<file path="src/rtl/shift_issue_buf.sv">
// rtl/shift_issue_buf.sv - operand issue FIFO feeding the 16-bit barrel shifter
module shift_issue_buf #(
    parameter int WIDTH     = 16,
    parameter int DEPTH     = 2,
    parameter int SAT_SHIFT = 1
) (
    input  logic                       clk,
    input  logic                       rst_n,
    input  logic                       flush,
    input  logic                       in_valid,
    output logic                       in_ready,
    input  logic [WIDTH-1:0]           in_data,
    input  logic [1:0]                 in_op,
    input  logic                       in_imm_sel,
    input  logic [3:0]                 in_imm,
    input  logic [15:0]                in_reg_cnt,
    output logic                       out_valid,
    input  logic                       out_ready,
    output logic [WIDTH-1:0]           out_data,
    output logic [3:0]                 out_cnt,
    output logic [1:0]                 out_op,
    output logic                       out_sat,
    output logic [$clog2(DEPTH+1)-1:0] level
);

    localparam int PTR_W = $clog2(DEPTH);
    localparam int LVL_W = $clog2(DEPTH + 1);

    logic [WIDTH-1:0] data_q [DEPTH];
    logic [WIDTH-1:0] data_d [DEPTH];
    logic [3:0]       cnt_q  [DEPTH];
    logic [3:0]       cnt_d  [DEPTH];
    logic [1:0]       op_q   [DEPTH];
    logic [1:0]       op_d   [DEPTH];
    logic             sat_q  [DEPTH];
    logic             sat_d  [DEPTH];

    logic [PTR_W-1:0] wr_ptr_q, wr_ptr_d;
    logic [PTR_W-1:0] rd_ptr_q, rd_ptr_d;
    logic [LVL_W-1:0] level_q, level_d;

    logic       push;
    logic       pop;
    logic       sat_req;
    logic [3:0] raw_cnt;

    // in_ready is forced low while reset is held so decode never pushes into a clearing buffer
    assign in_ready  = rst_n && (level_q < LVL_W'(DEPTH));
    assign out_valid = (level_q != '0);
    assign level     = level_q;

    assign out_data = out_valid ? data_q[rd_ptr_q] : '0;
    assign out_cnt  = out_valid ? cnt_q[rd_ptr_q]  : '0;
    assign out_op   = out_valid ? op_q[rd_ptr_q]   : '0;
    assign out_sat  = out_valid ? sat_q[rd_ptr_q]  : 1'b0;

    always_comb begin
        push    = in_valid && in_ready && !flush;
        pop     = out_valid && out_ready && !flush;
        raw_cnt = in_imm_sel ? in_imm : in_reg_cnt[3:0];
        // Only logical shifts (op[0]=1) by a register count saturate; rotates wrap mod 16
        sat_req = (SAT_SHIFT != 0) && !in_imm_sel && in_op[0] && (in_reg_cnt[15:4] != '0);

        data_d   = data_q;
        cnt_d    = cnt_q;
        op_d     = op_q;
        sat_d    = sat_q;
        wr_ptr_d = wr_ptr_q;
        rd_ptr_d = rd_ptr_q;
        level_d  = level_q;

        if (flush) begin
            wr_ptr_d = '0;
            rd_ptr_d = '0;
            level_d  = '0;
        end else begin
            if (push) begin
                data_d[wr_ptr_q] = sat_req ? '0 : in_data;
                cnt_d[wr_ptr_q]  = sat_req ? 4'd0 : raw_cnt;
                op_d[wr_ptr_q]   = in_op;
                sat_d[wr_ptr_q]  = sat_req;
                wr_ptr_d         = wr_ptr_q + PTR_W'(1);
            end
            if (pop) begin
                rd_ptr_d = rd_ptr_q + PTR_W'(1);
            end
            if (push && !pop) begin
                level_d = level_q + LVL_W'(1);
            end else if (pop && !push) begin
                level_d = level_q - LVL_W'(1);
            end
        end
    end

    always_ff @(posedge clk) begin
        if (!rst_n) begin
            for (int i = 0; i < DEPTH; i++) begin
                data_q[i] <= '0;
                cnt_q[i]  <= '0;
                op_q[i]   <= '0;
                sat_q[i]  <= 1'b0;
            end
            wr_ptr_q <= '0;
            rd_ptr_q <= '0;
            level_q  <= '0;
        end else begin
            data_q   <= data_d;
            cnt_q    <= cnt_d;
            op_q     <= op_d;
            sat_q    <= sat_d;
            wr_ptr_q <= wr_ptr_d;
            rd_ptr_q <= rd_ptr_d;
            level_q  <= level_d;
        end
    end

endmodule

</file>
<file path="config.mk">
export PLATFORM = sky130hd
export DESIGN_NAME = shift_issue_buf
export DESIGN_NICKNAME = d
export VERILOG_FILES = /design/src/rtl/shift_issue_buf.sv
export SDC_FILE = /design/constraint.sdc
export NUM_CORES = 1
export LEC_CHECK = 0
export CAP_MARGIN = 20
export CORE_MARGIN = 1
export CORE_UTILIZATION = 30
export CTS_CLUSTER_DIAMETER = 80
export DETAILED_ROUTE_END_ITERATION = 8
export GPL_ROUTABILITY_DRIVEN = 1
export SYNTH_ARGS = -nofsm -noshare
export SYNTH_HDL_FRONTEND = slang
export SYNTH_SLANG_ARGS = --single-unit
</file>
<file path="constraint.sdc">
create_clock -name clk -period 3 [get_ports clk]
set_clock_uncertainty 0.05 [all_clocks]
set_input_delay 0.6 -clock clk [delete_from_list [all_inputs] [get_ports clk]]
set_output_delay 0.6 -clock clk [all_outputs]
set_load 0.02 [all_outputs]
</file>
After elaboration in Yosys (flattened, before gate mapping)
Index checks and enable logic that the tools add are counted.

word-level totals
  output and inout port bits = 27
  input bits = 44
  logic and storage cells = 75
  flip-flop bits (word level) = 50

operators by class
  magnitude comparators = 4
  reduce and logical (&&, ||, !) cells = 19
  $add $sub $neg = 4
  muxes and demuxes = 33
  bitwise logic cells = 4

operators with widths
  operator             number
  $mux 16              6
  $bwmux 32            1
  $mux 4               7
  $demux 16 s1         1
  $mux 2               7
  $reduce_bool 12->1   1
  $logic_and 1x1->1    10
  $bwmux 8             1
  $mux 1               5
  $bwmux 4             1
  $demux 4 s1          1
  $ge 2x2->1 const B   2
  $logic_not 1->1      4
  $not 1->2            2
  $reduce_bool 2->1    2
  $add 1x1->1 const B  2
  $add 2x1->2 const B  1
  $bwmux 2             1
  $demux 2 s1          1
  $lt 2x1->1 const B   1
  $lt 2x2->1 const B   1
  $not 1->1            2
  $reduce_and 2->1     1
  $reduce_or 2->1      1
  other kinds (2)      2

Depth between registers and ports, before layout
  word-level depth = 8
  mapped depth = 9
  mapped depth without buffers = 6

Worst setup path before layout
OpenSTA, ideal clock, no wires.

  path type = input to register
  start = in rst_n
  end = reg level_q[1], in the netlist level[1]
  setup slack = 894 ps
  required time = 2880 ps
  buffers on the path = 3
  data arrival time = 1987 ps
  library setup time = 70 ps
  stages = 8
  cells stage by stage = buf_2 -> nand4bb_1 -> buf_2 -> inv_2 -> buf_4 -> ha_1 -> or3_1 -> a21oi_1

between the ends
  cells in the longest elaborated chain, start to end = 6
  elaborated cells between the ends (all ways) = 10
  classes of those cells = mux (1); bitwise (1); reduce/logical (8)

ends and longest elaborated chain
  what                                line  source
  start: declaration                  8     input logic rst_n,
  $logic_and 1x1->1 (*)               48    assign in_ready = rst_n && (level_q < LVL_W'(DEPTH));
  $logic_and 1x1->1 (*) (2 in a row)  58    push = in_valid && in_ready && !flush;
  net push                            42    logic push;
  $logic_not 1->1                     89    end else if (pop && !push) begin
  $logic_and 1x1->1                   89
  $reduce_bool 2->1 (no source line)  -
  end signal: assignment              113   level_q <= level_d;
  end: declaration                    40    logic [LVL_W-1:0] level_q, level_d;

Mark *: on every way through the listed nets, which the timed path passes. The rest lies on a longest branch.
A chain may end at the register's enable or synchronous reset.

Worst setup path in the final report
  start = in rst_n
  end = out in_ready

between the ends
  cells in the longest elaborated chain, start to end = 1

ends and longest elaborated chain
  what               line  source
  $logic_and 1x1->1  48
  end: declaration   11    output logic in_ready,

Every way passes these cells.

==> out/results.txt <==
status: finished clean
overall routing resource usage: 15.6%
drt drc: 0
iteration-0 DRC count of the detailed router: 126
area delta synth->final: 36.5%
clk root buf: clkbuf_8
Max-slew headroom: 65.3%
Clk Latency, worst-skew pair: 0.29 ns
synth top area cells: dfxtp_1, mux2i_1, nand3_1
P_leak: 0.00104 uW
Tcrit/Tclk final: 88.0%
VDD IR-drop max: 0.000270 V
Synth Net Count: 340
number of antenna violations at the first check in global routing: 0
Post-Route WL: 6.47 mm
area leader, netlist: dfxtp_1
CTS tree: yes
ANT cells: 0
share of cells above drive strength 1: 8.47%
Synth Warn #: 0
setup_tns: 0 ns
first-pass GRT wire length: 10.7 mm
Crit Path Max Fanout: 5
Worst setup EP type: output pin
Pwr Total: 1350 uW
cell-by-cell trace of the critical path: clkdlybuf4s50_1, inv_1, nor2_1, clkdlybuf4s50_1
Switch Pwr: 329 uW
total grt overflow: 0
IO buf count: 70
Crit-path slowest cell: clkdlybuf4s50_1
number of cells upsized or downsized after cts: 0
Routed Antenna Nets: 0
Pre-antenna DRT Iters: 4
min cycle time layout: 2.64 ns
CTS Hold Bufs: 0
Critical Path RT: 2.35 ns
Initial Util: 31.4%
row count: 32
via count: 2300
most frequent CP cell: clkdlybuf4s50_1
Worst Hold Class: reg2reg
largest net degree at the start of global routing: 44
Layout Nets: 398
max incr delay on CP: 0.62 ns
Setup Viol. Count Final: 0
die area: 8530 um^2
post-synth top area share: 40.9%
clk slew on worst S/H paths: 0.08 ns
TritonCTS Buffers: 5
die width: 92.4 um
worst slew pin tran: 0.520 ns
combinational share of power: 14.4%
die height: 92.4 um
routed len/inst: 14.2 um
cells after synthesis: 295
CTS Sinks: 50
part of the power in registers: 51.0%
IO Pins: 71
Clk network pwr share: 34.6%
Sw Share: 24.3%
unrepaired setup endpoints after global routing: no
Max Fclk: 0.379 GHz
sequential element share of the synthesized area: 40.9%
postcts setup bufs: 0
Cell Area, Synth: 2450 um^2
vias in the first global route: 2271
HPWL after detailed placement: 4.12 mm
clk buf depth: 2
cell internal pwr: 1020 uW
Unique masters post-synth: 32
WP data arrival: 1.99 ns
synthesized flop and latch total: 50
Core Region: 7810 um^2
Final Max Slew Viols: 0
Crit Path Class: in2out
PwrDens: 405 nW/um^2
H-tree level count: 2
Worst setup SP type: input port
Mean Syn Cell Area: 8.30 um^2
via density per instance: 5.04
max_cap viols: 0
final number of hold-violating endpoints: 0
final RePlAce weighted congestion: 0.745
CP top delay family: buffers and inverters
number of buffers and inverters on the critical path: 3
==> layout make-up <==
| type | count | area (um^2) |
|---|---|---|
| Fill cell | 794 | 4460 |
| Multi-Input combinational cell | 205 | 1280 |
| Sequential cell | 50 | 1000 |
| Timing Repair Buffer | 80 | 783 |
| Tap cell | 102 | 128 |
| Clock buffer | 6 | 72.6 |
| Inverter | 11 | 41.3 |
| Clock inverter | 2 | 37.5 |
==> worst min-delay path, cell delays in order (launching register included) <==
cell	delay, ns
dfxtp_1	0.31
inv_1	0.05
o32ai_1	0.05
==> path summary, 6_finish.rpt <==
kind | from | end | slack [ns] | cells past startpoint
setup / recovery | rst_n | in_ready | 0.36 | 4
hold / removal | cnt_q[6] | cnt_q[6] | 0.41 | 2
setup reg to reg | level[1] | level[1] | 1.13 | 5
hold reg to reg | cnt_q[6] | cnt_q[6] | 0.41 | 2
==> kinds of logic (layout without fill, tap and decap cells) <==
logic type      after synthesis  count (layout)  synth area share (%)
compound gates               76              76                  20.0
xor+xnor                      4               4                  1.43
fa+ha+maj                     1               1                 0.511
buf+inv                      40              99                  7.40
flops                        50              50                  40.9
mux                          27              27                  11.2
simple gates                 97              97                  18.6
==> synthesized netlist by cell type <==
master	number
dfxtp_1	50
or2_2	1
clkbuf_1	15
nor2_1	28
nand4bb_1	1
nand2_1	24
ha_1	1
nor2_2	1
o22ai_1	16
a21o_1	1
xor2_1	3
o21ai_0	24
o211ai_1	18
or3_1	1
mux2_2	4
inv_1	9
nor4_2	3
a311oi_2	1
buf_6	1
o31ai_1	2
nand3_1	36
xnor2_1	1
buf_2	10
nor2b_1	1
clkinv_1	1
a21oi_1	7
inv_2	1
a31o_2	1
buf_4	3
nand2b_1	1
mux2i_1	23
o32ai_1	6
==> metal layers <==
| metal | vias up | part of all wire, % | track usage, % |
|---|---|---|---|
| li1 | 1170 | - | - |
| met1 | 1066 | 47 | 19.3 |
| met2 | 62 | 48 | 27.4 |
| met3 | 2 | 4.5 | 3.12 |
| met4 | 0 | 0.42 | 3.91 |
| met5 | - | 0 | 0 |
==> sequential cells by signal (all words and copies together), names as in the netlist <==
register / count
op_q: 4
level: 2
cnt_q: 8
wr_ptr_q: 1
data_q: 32
rd_ptr_q: 1
sat_q: 2
==> metrics by stage <==
| stage | area, um^2 | std cells | hold WS [ns] | setup slack, ns | utilization [%] |
|---|---|---|---|---|---|
| floorplan | 2450 | 295 | 0.381 | 0.894 | - |
| global placement | 3220 | 447 | 0.391 | 0.350 | 41.2 |
| detailed placement | 3220 | 447 | 0.395 | 0.342 | 41.2 |
| CTS | 3330 | 455 | 0.412 | 0.0792 | 42.6 |
| global route | 3340 | 456 | 0.434 | 0.207 | 42.8 |
| finish | 3340 | 456 | 0.412 | 0.361 | 42.8 |
==> power by group through the flow <==
| stage | clock network (uW) | logic [uW] | registers, uW |
|---|---|---|---|
| floorplan | 0 | 96.9 | 705 |
| global placement | 0 | 192 | 706 |
| detailed placement | 0 | 192 | 707 |
| CTS | 480 | 193 | 691 |
| global route | 508 | 211 | 694 |
| finish | 468 | 194 | 691 |
==> cells in the final DEF, fill, tap and decap left out, types with 3 or more instances in the layout <==
master and instances:
inv_1 9, nand2_1 24, nand3_1 36, o32ai_1 6, o211ai_1 18, clkdlybuf4s50_1 70, a21oi_1 7, o22ai_1 16
dfxtp_1 50, xor2_1 3, mux2_2 4, nor4_2 3, buf_4 9, o21ai_0 24, nor2_1 27, mux2i_1 23
clkbuf_8 5
No activity file was read; power rests on OpenSTA's default activity.
